### src/rtl/uart_rx_stdin_if.sv
// rtl/uart_rx_stdin_if.sv - stdin byte handshake between UART receiver and consumer
interface uart_rx_stdin_if;
  logic [7:0] stdin_data;
  logic       stdin_valid;
  logic       stdin_ready;

  modport master (
    output stdin_data,
    output stdin_valid,
    input  stdin_ready
  );

  modport slave (
    input  stdin_data,
    input  stdin_valid,
    output stdin_ready
  );
endinterface

### src/rtl/uart_rx_stdin.sv
// rtl/uart_rx_stdin.sv - 8N1 UART receiver with small FIFO feeding the stdin handshake
module uart_rx_stdin #(
  parameter int BAUD    = 104,
  parameter int FIFO_AW = 2
) (
  input  logic            i_clk,
  input  logic            i_reset,
  input  logic            i_rx,
  uart_rx_stdin_if.master stdin,
  output logic            o_overrun,
  output logic            o_frame_err
);

  localparam int               DEPTH   = 1 << FIFO_AW;
  localparam logic [15:0]      HALF_M1 = 16'(BAUD / 2 - 1);
  localparam logic [15:0]      FULL_M1 = 16'(BAUD - 1);
  localparam logic [FIFO_AW:0] DEPTH_C = (FIFO_AW + 1)'(DEPTH);

  typedef enum logic [2:0] {
    S_IDLE,
    S_START,
    S_DATA,
    S_STOP,
    S_BREAK
  } state_t;

  logic               r_sync1;
  logic               r_sync2;
  state_t             r_state;
  logic [15:0]        r_baud_cnt;
  logic [2:0]         r_bit_cnt;
  logic [7:0]         r_shift;
  logic               r_overrun;
  logic               r_frame_err;
  logic [7:0]         r_mem [DEPTH];
  logic [FIFO_AW-1:0] r_wr_ptr;
  logic [FIFO_AW-1:0] r_rd_ptr;
  logic [FIFO_AW:0]   r_count;

  logic w_rx_s;
  logic w_baud_half;
  logic w_baud_full;
  logic w_stop_sample;
  logic w_push_req;
  logic w_pop;
  logic w_full;
  logic w_push;

  assign w_rx_s        = r_sync2;
  assign w_baud_half   = (r_baud_cnt == HALF_M1);
  assign w_baud_full   = (r_baud_cnt == FULL_M1);
  assign w_stop_sample = (r_state == S_STOP) && w_baud_full;
  assign w_push_req    = w_stop_sample && w_rx_s;
  assign w_pop         = (r_count != '0) && stdin.stdin_ready;
  assign w_full        = (r_count == DEPTH_C);
  // A full FIFO still takes the byte when the consumer frees a slot the same cycle.
  assign w_push        = w_push_req && (!w_full || w_pop);

  assign stdin.stdin_valid = (r_count != '0);
  assign stdin.stdin_data  = (r_count != '0) ? r_mem[r_rd_ptr] : 8'h00;
  assign o_overrun         = r_overrun;
  assign o_frame_err       = r_frame_err;

  // Two-flop synchronizer for the asynchronous rx pin; idles high.
  always_ff @(posedge i_clk) begin
    if (i_reset) begin
      r_sync1 <= 1'b1;
      r_sync2 <= 1'b1;
    end else begin
      r_sync1 <= i_rx;
      r_sync2 <= r_sync1;
    end
  end

  // Frame FSM: start-bit qualification at half a bit, data/stop sampled at bit centres.
  always_ff @(posedge i_clk) begin
    if (i_reset) begin
      r_state     <= S_IDLE;
      r_baud_cnt  <= '0;
      r_bit_cnt   <= '0;
      r_shift     <= '0;
      r_overrun   <= 1'b0;
      r_frame_err <= 1'b0;
    end else begin
      r_overrun   <= 1'b0;
      r_frame_err <= 1'b0;
      case (r_state)
        S_IDLE: begin
          r_baud_cnt <= '0;
          if (!w_rx_s) r_state <= S_START;
        end
        S_START: begin
          if (w_baud_half) begin
            r_baud_cnt <= '0;
            r_bit_cnt  <= '0;
            r_state    <= w_rx_s ? S_IDLE : S_DATA;
          end else begin
            r_baud_cnt <= r_baud_cnt + 16'd1;
          end
        end
        S_DATA: begin
          if (w_baud_full) begin
            r_baud_cnt <= '0;
            r_shift    <= {w_rx_s, r_shift[7:1]};
            r_bit_cnt  <= r_bit_cnt + 3'd1;
            if (r_bit_cnt == 3'd7) r_state <= S_STOP;
          end else begin
            r_baud_cnt <= r_baud_cnt + 16'd1;
          end
        end
        S_STOP: begin
          if (w_baud_full) begin
            r_baud_cnt <= '0;
            if (w_rx_s) begin
              r_overrun <= !w_push;
              r_state   <= S_IDLE;
            end else begin
              r_frame_err <= 1'b1;
              r_state     <= S_BREAK;
            end
          end else begin
            r_baud_cnt <= r_baud_cnt + 16'd1;
          end
        end
        S_BREAK: begin
          r_baud_cnt <= '0;
          if (w_rx_s) r_state <= S_IDLE;
        end
        default: r_state <= S_IDLE;
      endcase
    end
  end

  // Circular byte FIFO; head entry is shown directly so data is first-word-fall-through.
  always_ff @(posedge i_clk) begin
    if (i_reset) begin
      r_wr_ptr <= '0;
      r_rd_ptr <= '0;
      r_count  <= '0;
    end else begin
      if (w_push) begin
        r_mem[r_wr_ptr] <= r_shift;
        r_wr_ptr        <= r_wr_ptr + 1'b1;
      end
      if (w_pop) r_rd_ptr <= r_rd_ptr + 1'b1;
      case ({w_push, w_pop})
        2'b10:   r_count <= r_count + 1'b1;
        2'b01:   r_count <= r_count - 1'b1;
        default: r_count <= r_count;
      endcase
    end
  end

endmodule
### src/flat_wrapper.sv
// flat-port wrapper written by rule: the top's interface ports become plain ports
module uart_rx_stdin_flat 
#(
  parameter int BAUD    = 104,
  parameter int FIFO_AW = 2
)
  (i_clk, i_reset, i_rx, o_overrun, o_frame_err, stdin_stdin_data, stdin_stdin_valid, stdin_stdin_ready);
  uart_rx_stdin_if stdin_i ();
  input  logic i_clk;
  input  logic i_reset;
  input  logic i_rx;
  output logic o_overrun;
  output logic o_frame_err;
  output wire logic [$bits(stdin_i.stdin_data)-1:0] stdin_stdin_data;
  output wire logic [$bits(stdin_i.stdin_valid)-1:0] stdin_stdin_valid;
  input wire logic [$bits(stdin_i.stdin_ready)-1:0] stdin_stdin_ready;
  assign stdin_stdin_data = stdin_i.stdin_data;
  assign stdin_stdin_valid = stdin_i.stdin_valid;
  assign stdin_i.stdin_ready = stdin_stdin_ready;
  uart_rx_stdin #(.BAUD(BAUD), .FIFO_AW(FIFO_AW)) u_core (.i_clk(i_clk), .i_reset(i_reset), .i_rx(i_rx), .stdin(stdin_i), .o_overrun(o_overrun), .o_frame_err(o_frame_err));
endmodule
### config.mk
export PLATFORM = sky130hd
export DESIGN_NAME = uart_rx_stdin_flat
export DESIGN_NICKNAME = d
export VERILOG_FILES = /design/src/rtl/uart_rx_stdin_if.sv /design/src/rtl/uart_rx_stdin.sv /design/src/flat_wrapper.sv
export SDC_FILE = /design/constraint.sdc
export NUM_CORES = 1
export LEC_CHECK = 0
export BUFFER_PORTS_ARGS = -buffer_cell sky130_fd_sc_hd__buf_4
export CAP_MARGIN = 25
export CORE_ASPECT_RATIO = 1.25
export CORE_MARGIN = 2
export CORE_UTILIZATION = 25
export CTS_CLUSTER_SIZE = 8
export DETAILED_ROUTE_END_ITERATION = 8
export PLACE_DENSITY = 0.42
export SYNTH_ARGS = -nofsm -noshare
export SYNTH_HDL_FRONTEND = slang
export SYNTH_SLANG_ARGS = --single-unit
### constraint.sdc
create_clock -name i_clk -period 4.6 [get_ports i_clk]
set_input_delay 0.46 -clock i_clk [delete_from_list [all_inputs] [get_ports i_clk]]
set_output_delay 0.46 -clock i_clk [all_outputs]
set_load 0.005 [all_outputs]
# [Word level (Yosys, flattened, before mapping)]
# Memory sizes are Yosys's and may differ from the RTL's. A register that Yosys moved wholly into a read port is not among the register bits.
# Cells that the tools add are included.
[op_classes] n_bitwise=3 add_sub_neg=6 n_eq_ne=16 n_reduce_logical=19 n_mux=23
[op_table] operator="$pmux 16 s3" count=1
[op_table] operator="$mux 16" count=2
[op_table] operator="$mux 3" count=9
[op_table] operator="$add 16x1->16 const B" count=1
[op_table] operator="$eq 16x6->1 const B" count=1
[op_table] operator="$eq 16x7->1 const B" count=1
[op_table] operator="$pmux 3 s5" count=1
[op_table] operator="$pmux 3 s2" count=2
[op_table] operator="$ne 2x1->1 const B" count=5
[op_table] operator="$eq 3x3->1 const B" count=3
[op_table] operator="$mux 8" count=1
[op_table] operator="$add 3x1->3 const B" count=2
[op_table] operator="$eq 3x2->1 const B" count=2
[op_table] operator="$mux 2" count=3
[op_table] operator="$reduce_and 6->1" count=1
[op_table] operator="$reduce_bool 3->1" count=2
[op_table] operator="$add 2x1->2 const B" count=2
[op_table] operator="$logic_and 1x1->1" count=4
[op_table] operator="$mux 1" count=4
[op_table] operator="$reduce_bool 2->1" count=2
[op_table] operator="$reduce_or 2->1" count=2
[op_table] operator="$reduce_or 4->1" count=1
[op_table] operator="$eq 3x1->1 const B" count=1
[op_table] operator="$logic_not 3->1" count=1
[op_table] operator="other kinds (10)" count=13
[word_totals] inputBits=4 ramBits=32 register_bits=41 memories=1
[mem_list] memory="u_core.r_mem" depth=4 word_bits=8 rd=1 rd_clocked_by_memory_dff=1 write_ports=1 line="uart_rx_stdin.sv:35" source="logic [7:0] r_mem [DEPTH];"

# [Logic depth before layout (Yosys ltp)]
[depth] depth_word=7 depth_mapped=9

# [Worst setup path after synthesis]
# OpenSTA, ideal clock, no wires.
[synth_timing] path_type="register to register" startpoint="register u_core.r_count[0]" endpoint="register u_core.r_count[2]" arrival_ns=2.123 path_stages_with_launch=9 path_slack_ns=2.354 required_time_ns=4.477 n_path_buf=2 period_less_slack_ns=2.246 path_cell_list="dfxtp_1 > or3_1 > clkbuf_1 > and2_1 > clkbuf_1 > o21ai_0 > fa_1 > o31ai_1 > mux2_1"
[synth_via] elab_chain_cells=6 elab_cells_between_ends=12
[synth_rtl] item="start, declared" line="uart_rx_stdin.sv:38" source="logic [FIFO_AW:0] r_count;"
[synth_rtl] item="start signal, assigned" line="uart_rx_stdin.sv:147" source="2'b10: r_count <= r_count + 1'b1;"
[synth_rtl] item="start signal, assigned" line="uart_rx_stdin.sv:148" source="2'b01: r_count <= r_count - 1'b1;"
[synth_rtl] item="start signal, assigned" line="uart_rx_stdin.sv:149" source="default: r_count <= r_count;"
[synth_rtl] item="$reduce_bool 3->1 *"
[synth_rtl] item="net stdin_stdin_valid" line="flat_wrapper.sv:15" source="output wire logic [$bits(stdin_i.stdin_valid)-1:0] stdin_stdin_valid;"
[synth_rtl] item="$logic_and 1x1->1 *" line="uart_rx_stdin.sv:54" source="assign w_pop = (r_count != '0) && stdin.stdin_ready;"
[synth_rtl] item="$logic_or 1x1->1" line="uart_rx_stdin.sv:57" source="assign w_push = w_push_req && (!w_full || w_pop);"
[synth_rtl] item="$logic_and 1x1->1" line="uart_rx_stdin.sv:57"
[synth_rtl] item="$eq 2x1->1 or $eq 2x2->1 (tied branches)" line="uart_rx_stdin.sv:146" source="case ({w_push, w_pop})"
[synth_rtl] item="$pmux 3 s2 or $reduce_bool 2->1 (tied branches)"
# The timed path passes the listed nets; every way through them passes the cells marked *.
# A chain may end at the register's enable or synchronous reset.

# [Worst setup path in the final report]
[layout_timing] startpoint="register u_core.r_state[1]" endpoint="memory u_core.r_mem[0][0], enable pin"
[layout_via] elab_chain_cells=7
[layout_rtl] item="start, declared" line="uart_rx_stdin.sv:29" source="state_t r_state;"
[layout_rtl] item="start signal, assigned" line="uart_rx_stdin.sv:96" source="r_state <= w_rx_s ? S_IDLE : S_DATA;"
[layout_rtl] item="$eq 3x2->1" line="uart_rx_stdin.sv:52" source="assign w_stop_sample = (r_state == S_STOP) && w_baud_full;"
[layout_rtl] item="$logic_and 1x1->1" line="uart_rx_stdin.sv:52"
[layout_rtl] item="$logic_and 1x1->1" line="uart_rx_stdin.sv:53" source="assign w_push_req = w_stop_sample && w_rx_s;"
[layout_rtl] item="$logic_and 1x1->1" line="uart_rx_stdin.sv:57"
[layout_rtl] item="$mux 1" line="uart_rx_stdin.sv:141" source="if (w_push) begin"
[layout_rtl] item="$mux 1" line="uart_rx_stdin.sv:136" source="if (i_reset) begin"
[layout_rtl] item="$mux 1 (not written as such)" line="uart_rx_stdin.sv:142" source="r_mem[r_wr_ptr] <= r_shift;"
[layout_rtl] item="end, declared" line="uart_rx_stdin.sv:35"
# Every way passes these cells.

==> impl_metrics.csv <==
group,metric,value,unit
status,status,"completed",
sta,finalClockSkew,0.005219,ns
routing,drt_iter0_drc,52,
hold_path,hp-class,"primary input to flop",
critical_path,crit_type,"flop to flop",
cts,cts-buffers-inserted,9,
layout,utilization,30.19,%
routing,first_pass_iters,4,
synthesis,synth_seq_cells,75,
synthesis,syn-num-nets,296,
cts,clkSlewWorstSetupHoldPaths,0.06,ns
cts,ctsHoldBuffers,0,
cts,cts_root_buf,"clkbuf_16",
sta,fmax,0.4106,GHz
power,irDropWorstVdd,0.1918,mV
sta,finalMaxSlewViolations,0,
sta,fin_crit_sh,52.94,%
routing,route.detailed.drc,0,
global_routing,grt_max_degree,32,
global_routing,grt-ovfl-total,0,
cts,cts.repair.resized,0,
sta,tns,0,ns
sta,rsz0062_at_grt,"false",
cts,cts_max_path_buffers,2,
synthesis,muxShareOfSynthArea,9.920,%
global_routing,antenna_found_initial,0,
critical_path,crit-reg2reg-capture,"u_core.r_mem[0][0]$_DFFE_PP_",
floorplan,core,12720,µm²
synthesis,synth_top_family_by_area,"simple AND/OR/NAND/NOR gates",
synthesis,synth_area,3267,µm²
global_routing,grt_pass1_vias,1989,
critical_path,cp-start-kind,"flop",
cts,cts_setup_buffers,0,
job,cap_violations,0,
layout,final.fill_count,1302,
layout,final_nets,307,
floorplan,dieArea,14000,µm²
critical_path,reg2reg_depth,5,
routing,ant_nets,0,
floorplan,die_y,131.8,µm
floorplan,rows,46,
critical_path,reg2reg_from,"u_core.r_state[1]$_SDFFE_PP0P_",
floorplan,fp.dieW,106.2,µm
synthesis,synthDistinctLibCells,46,
power,leakagePower,1.257,nW
synthesis,synthAdderAreaFrac,3.294,%
sta,timing_hold_violations_final,0,
power,cellPowerDensity,441.0,nW/µm²
routing,route.vias.total,2018,
synthesis,synth-async-reset-ratio,0,%
synthesis,ys_seq_area_share,55.76,%
sta,maxSlewHeadroom,58.25,%
floorplan,start_util,25.68,%
synthesis,synth_compound_area_share,3.945,%
synthesis,synth-xor-area-share,4.826,%
synthesis,synth-simple-area-share,19.53,%
place,gp_congestion,0.7364,
place,port_buffers,14,
cts,clock-sinks,75,
floorplan,num_io_pins,15,
layout,syn_to_final_growth,17.54,%
critical_path,arrival,2.42,ns
critical_path,endpoint_kind,"flop",
cts,ctsHtreeMaxLevel,3,
hold_path,hp-start,"i_rx",
cts,clock_latency,0.34,ns
critical_path,critPathRequiredTime,4.59,ns
layout,final_cell_mix,"nor2_1 (51), dfxtp_1 (43), edfxtp_1 (32)",
cts,cts_tree,"yes",
synthesis,yosysWarnings,0,
synthesis,synth_edf_count,32,
routing,routed_via_density,4.312,
critical_path,rrSetupSlack,2.16,ns
layout,mostFrequentLayoutCell,"nor2_1",
sta,final.min_clock_period,2.435,ns
global_routing,globalRouteTotalUtil,9.673,%
layout,drive_above_1_share,16.00,%
synthesis,synthFlopType,"dfxtp_1",
synthesis,synthCells,284,
routing,wl,6.294,mm
hold_path,whs_path_depth,2,
synthesis,syn_area_per_cell,11.50,µm²
layout,n_antenna_cell,0,
sta,worstMarginPinSlew,0.6175,ns
routing,wire_per_inst,13.45,µm
critical_path,path_max_fanout,10,
place,hpwl,4.468,mm
hold_path,min_to,"u_core.r_sync1$_SDFF_PP1_",
global_routing,grt_pass1_wl,10.36,mm
sta,setup_viol,0,
worst max-delay path, stage by stage, from the launching register on:
cell,delay [ns]
dfxtp_1,0.50
nor2b_1,0.33
nand2_1,0.11
or4_4,0.54
nor2_1,0.18
and2_1,0.42
area by class of cell:
type                    instances  area, µm²  area share [%]
clock buffers                   9      225.2           5.865
clock inverters                 7      75.07           1.955
inverters                       8      30.03          0.7820
multi-input cells             186       1361           35.45
flip-flops and latches         75       1822           47.44
well taps                     168      210.2           5.474
repair buffers                 15      116.4           3.030
power breakdown:
group / internal (W) / switching, W
sequential: 0.000709 / 0.0000331
clock: 0.000424 / 0.000285
combinational: 0.000141 / 0.000101
per-stage QoR:
step	power, W	std cells	setup WS (ns)	cell area (µm²)	hold slack [ns]
after floorplan	0.0009078	284	2.354	3267	0.3895
after global placement	0.001003	451	2.146	3528	0.3938
after detailed placement	0.001009	452	2.117	3540	0.3949
after CTS	0.001726	468	2.103	3840	0.2963
after global routing	0.001771	468	1.992	3840	0.3089
final	0.001693	468	2.165	3840	0.3063
cells by family after synthesis:
family	Yosys count
flip-flops	75
buffers and inverters	23
AO/OA/AOI/OAI	19
multiplexers	22
adder cells (fa/ha/maj)	8
XOR/XNOR	18
AND/OR/NAND/NOR	119
Yosys cell counts, drive strengths merged, types with 2 or more instances:
library cell / number / area, µm²
nor2: 51 / 191.4
dfxtp: 43 / 860.8
edfxtp: 32 / 960.9
and2: 14 / 87.58
xnor2: 14 / 122.6
clkbuf: 13 / 48.80
mux2i: 11 / 110.1
nand2: 10 / 37.54
nor3: 9 / 45.04
inv: 8 / 30.03
mux4: 8 / 180.2
nand4: 8 / 56.30
ha: 7 / 87.58
nand3: 5 / 25.02
o21ai: 5 / 25.02
nor4: 4 / 55.05
xor2: 4 / 35.03
a21oi: 3 / 15.01
mux2: 3 / 33.78
or2: 3 / 18.77
a22oi: 2 / 15.01
and3: 2 / 12.51
buf: 2 / 10.01
nand4b: 2 / 17.52
nor2b: 2 / 12.51
o21a: 2 / 15.01
or4: 2 / 18.77
worst max path at each step:
stage	startpoint	to	slack [ns]	depth (start not counted)
6_report	u_core.r_state[1]$_SDFFE_PP0P_	u_core.r_mem[0][0]$_DFFE_PP_	2.16	5
5_1_grt	u_core.r_state[1]$_SDFFE_PP0P_	u_core.r_mem[0][0]$_DFFE_PP_	1.99	5
4_1_cts	u_core.r_baud_cnt[0]$_SDFFE_PP0P_	u_core.r_mem[0][0]$_DFFE_PP_	2.10	6
3_5_place_dp	u_core.r_baud_cnt[0]$_SDFFE_PP0P_	u_core.r_mem[0][6]$_DFFE_PP_	2.12	6
3_3_place_gp	u_core.r_baud_cnt[11]$_SDFFE_PP0P_	u_core.r_mem[0][3]$_DFFE_PP_	2.15	5
2_1_floorplan	u_core.r_count[0]$_SDFFE_PP0P_	u_core.r_count[2]$_SDFFE_PP0P_	2.35	8
routing by layer:
layer	GRT usage [%]	share of wire, %
met5	0	0
met4	5.190	2.0
met3	2.719	2.8
met2	15.95	50
met1	11.31	45
registers in the layout, indices dropped and copies added, names as in the netlist, named ones only:
signal,flops
u_core.r_mem,32
u_core.r_baud_cnt,16
u_core.r_shift,8
u_core.r_bit_cnt,3
u_core.r_count,3
u_core.r_state,3
u_core.r_rd_ptr,2
u_core.r_wr_ptr,2
u_core.o_frame_err,1
u_core.o_overrun,1
u_core.r_sync1,1
u_core.r_sync2,1
(Power assumes the default switching activity.)
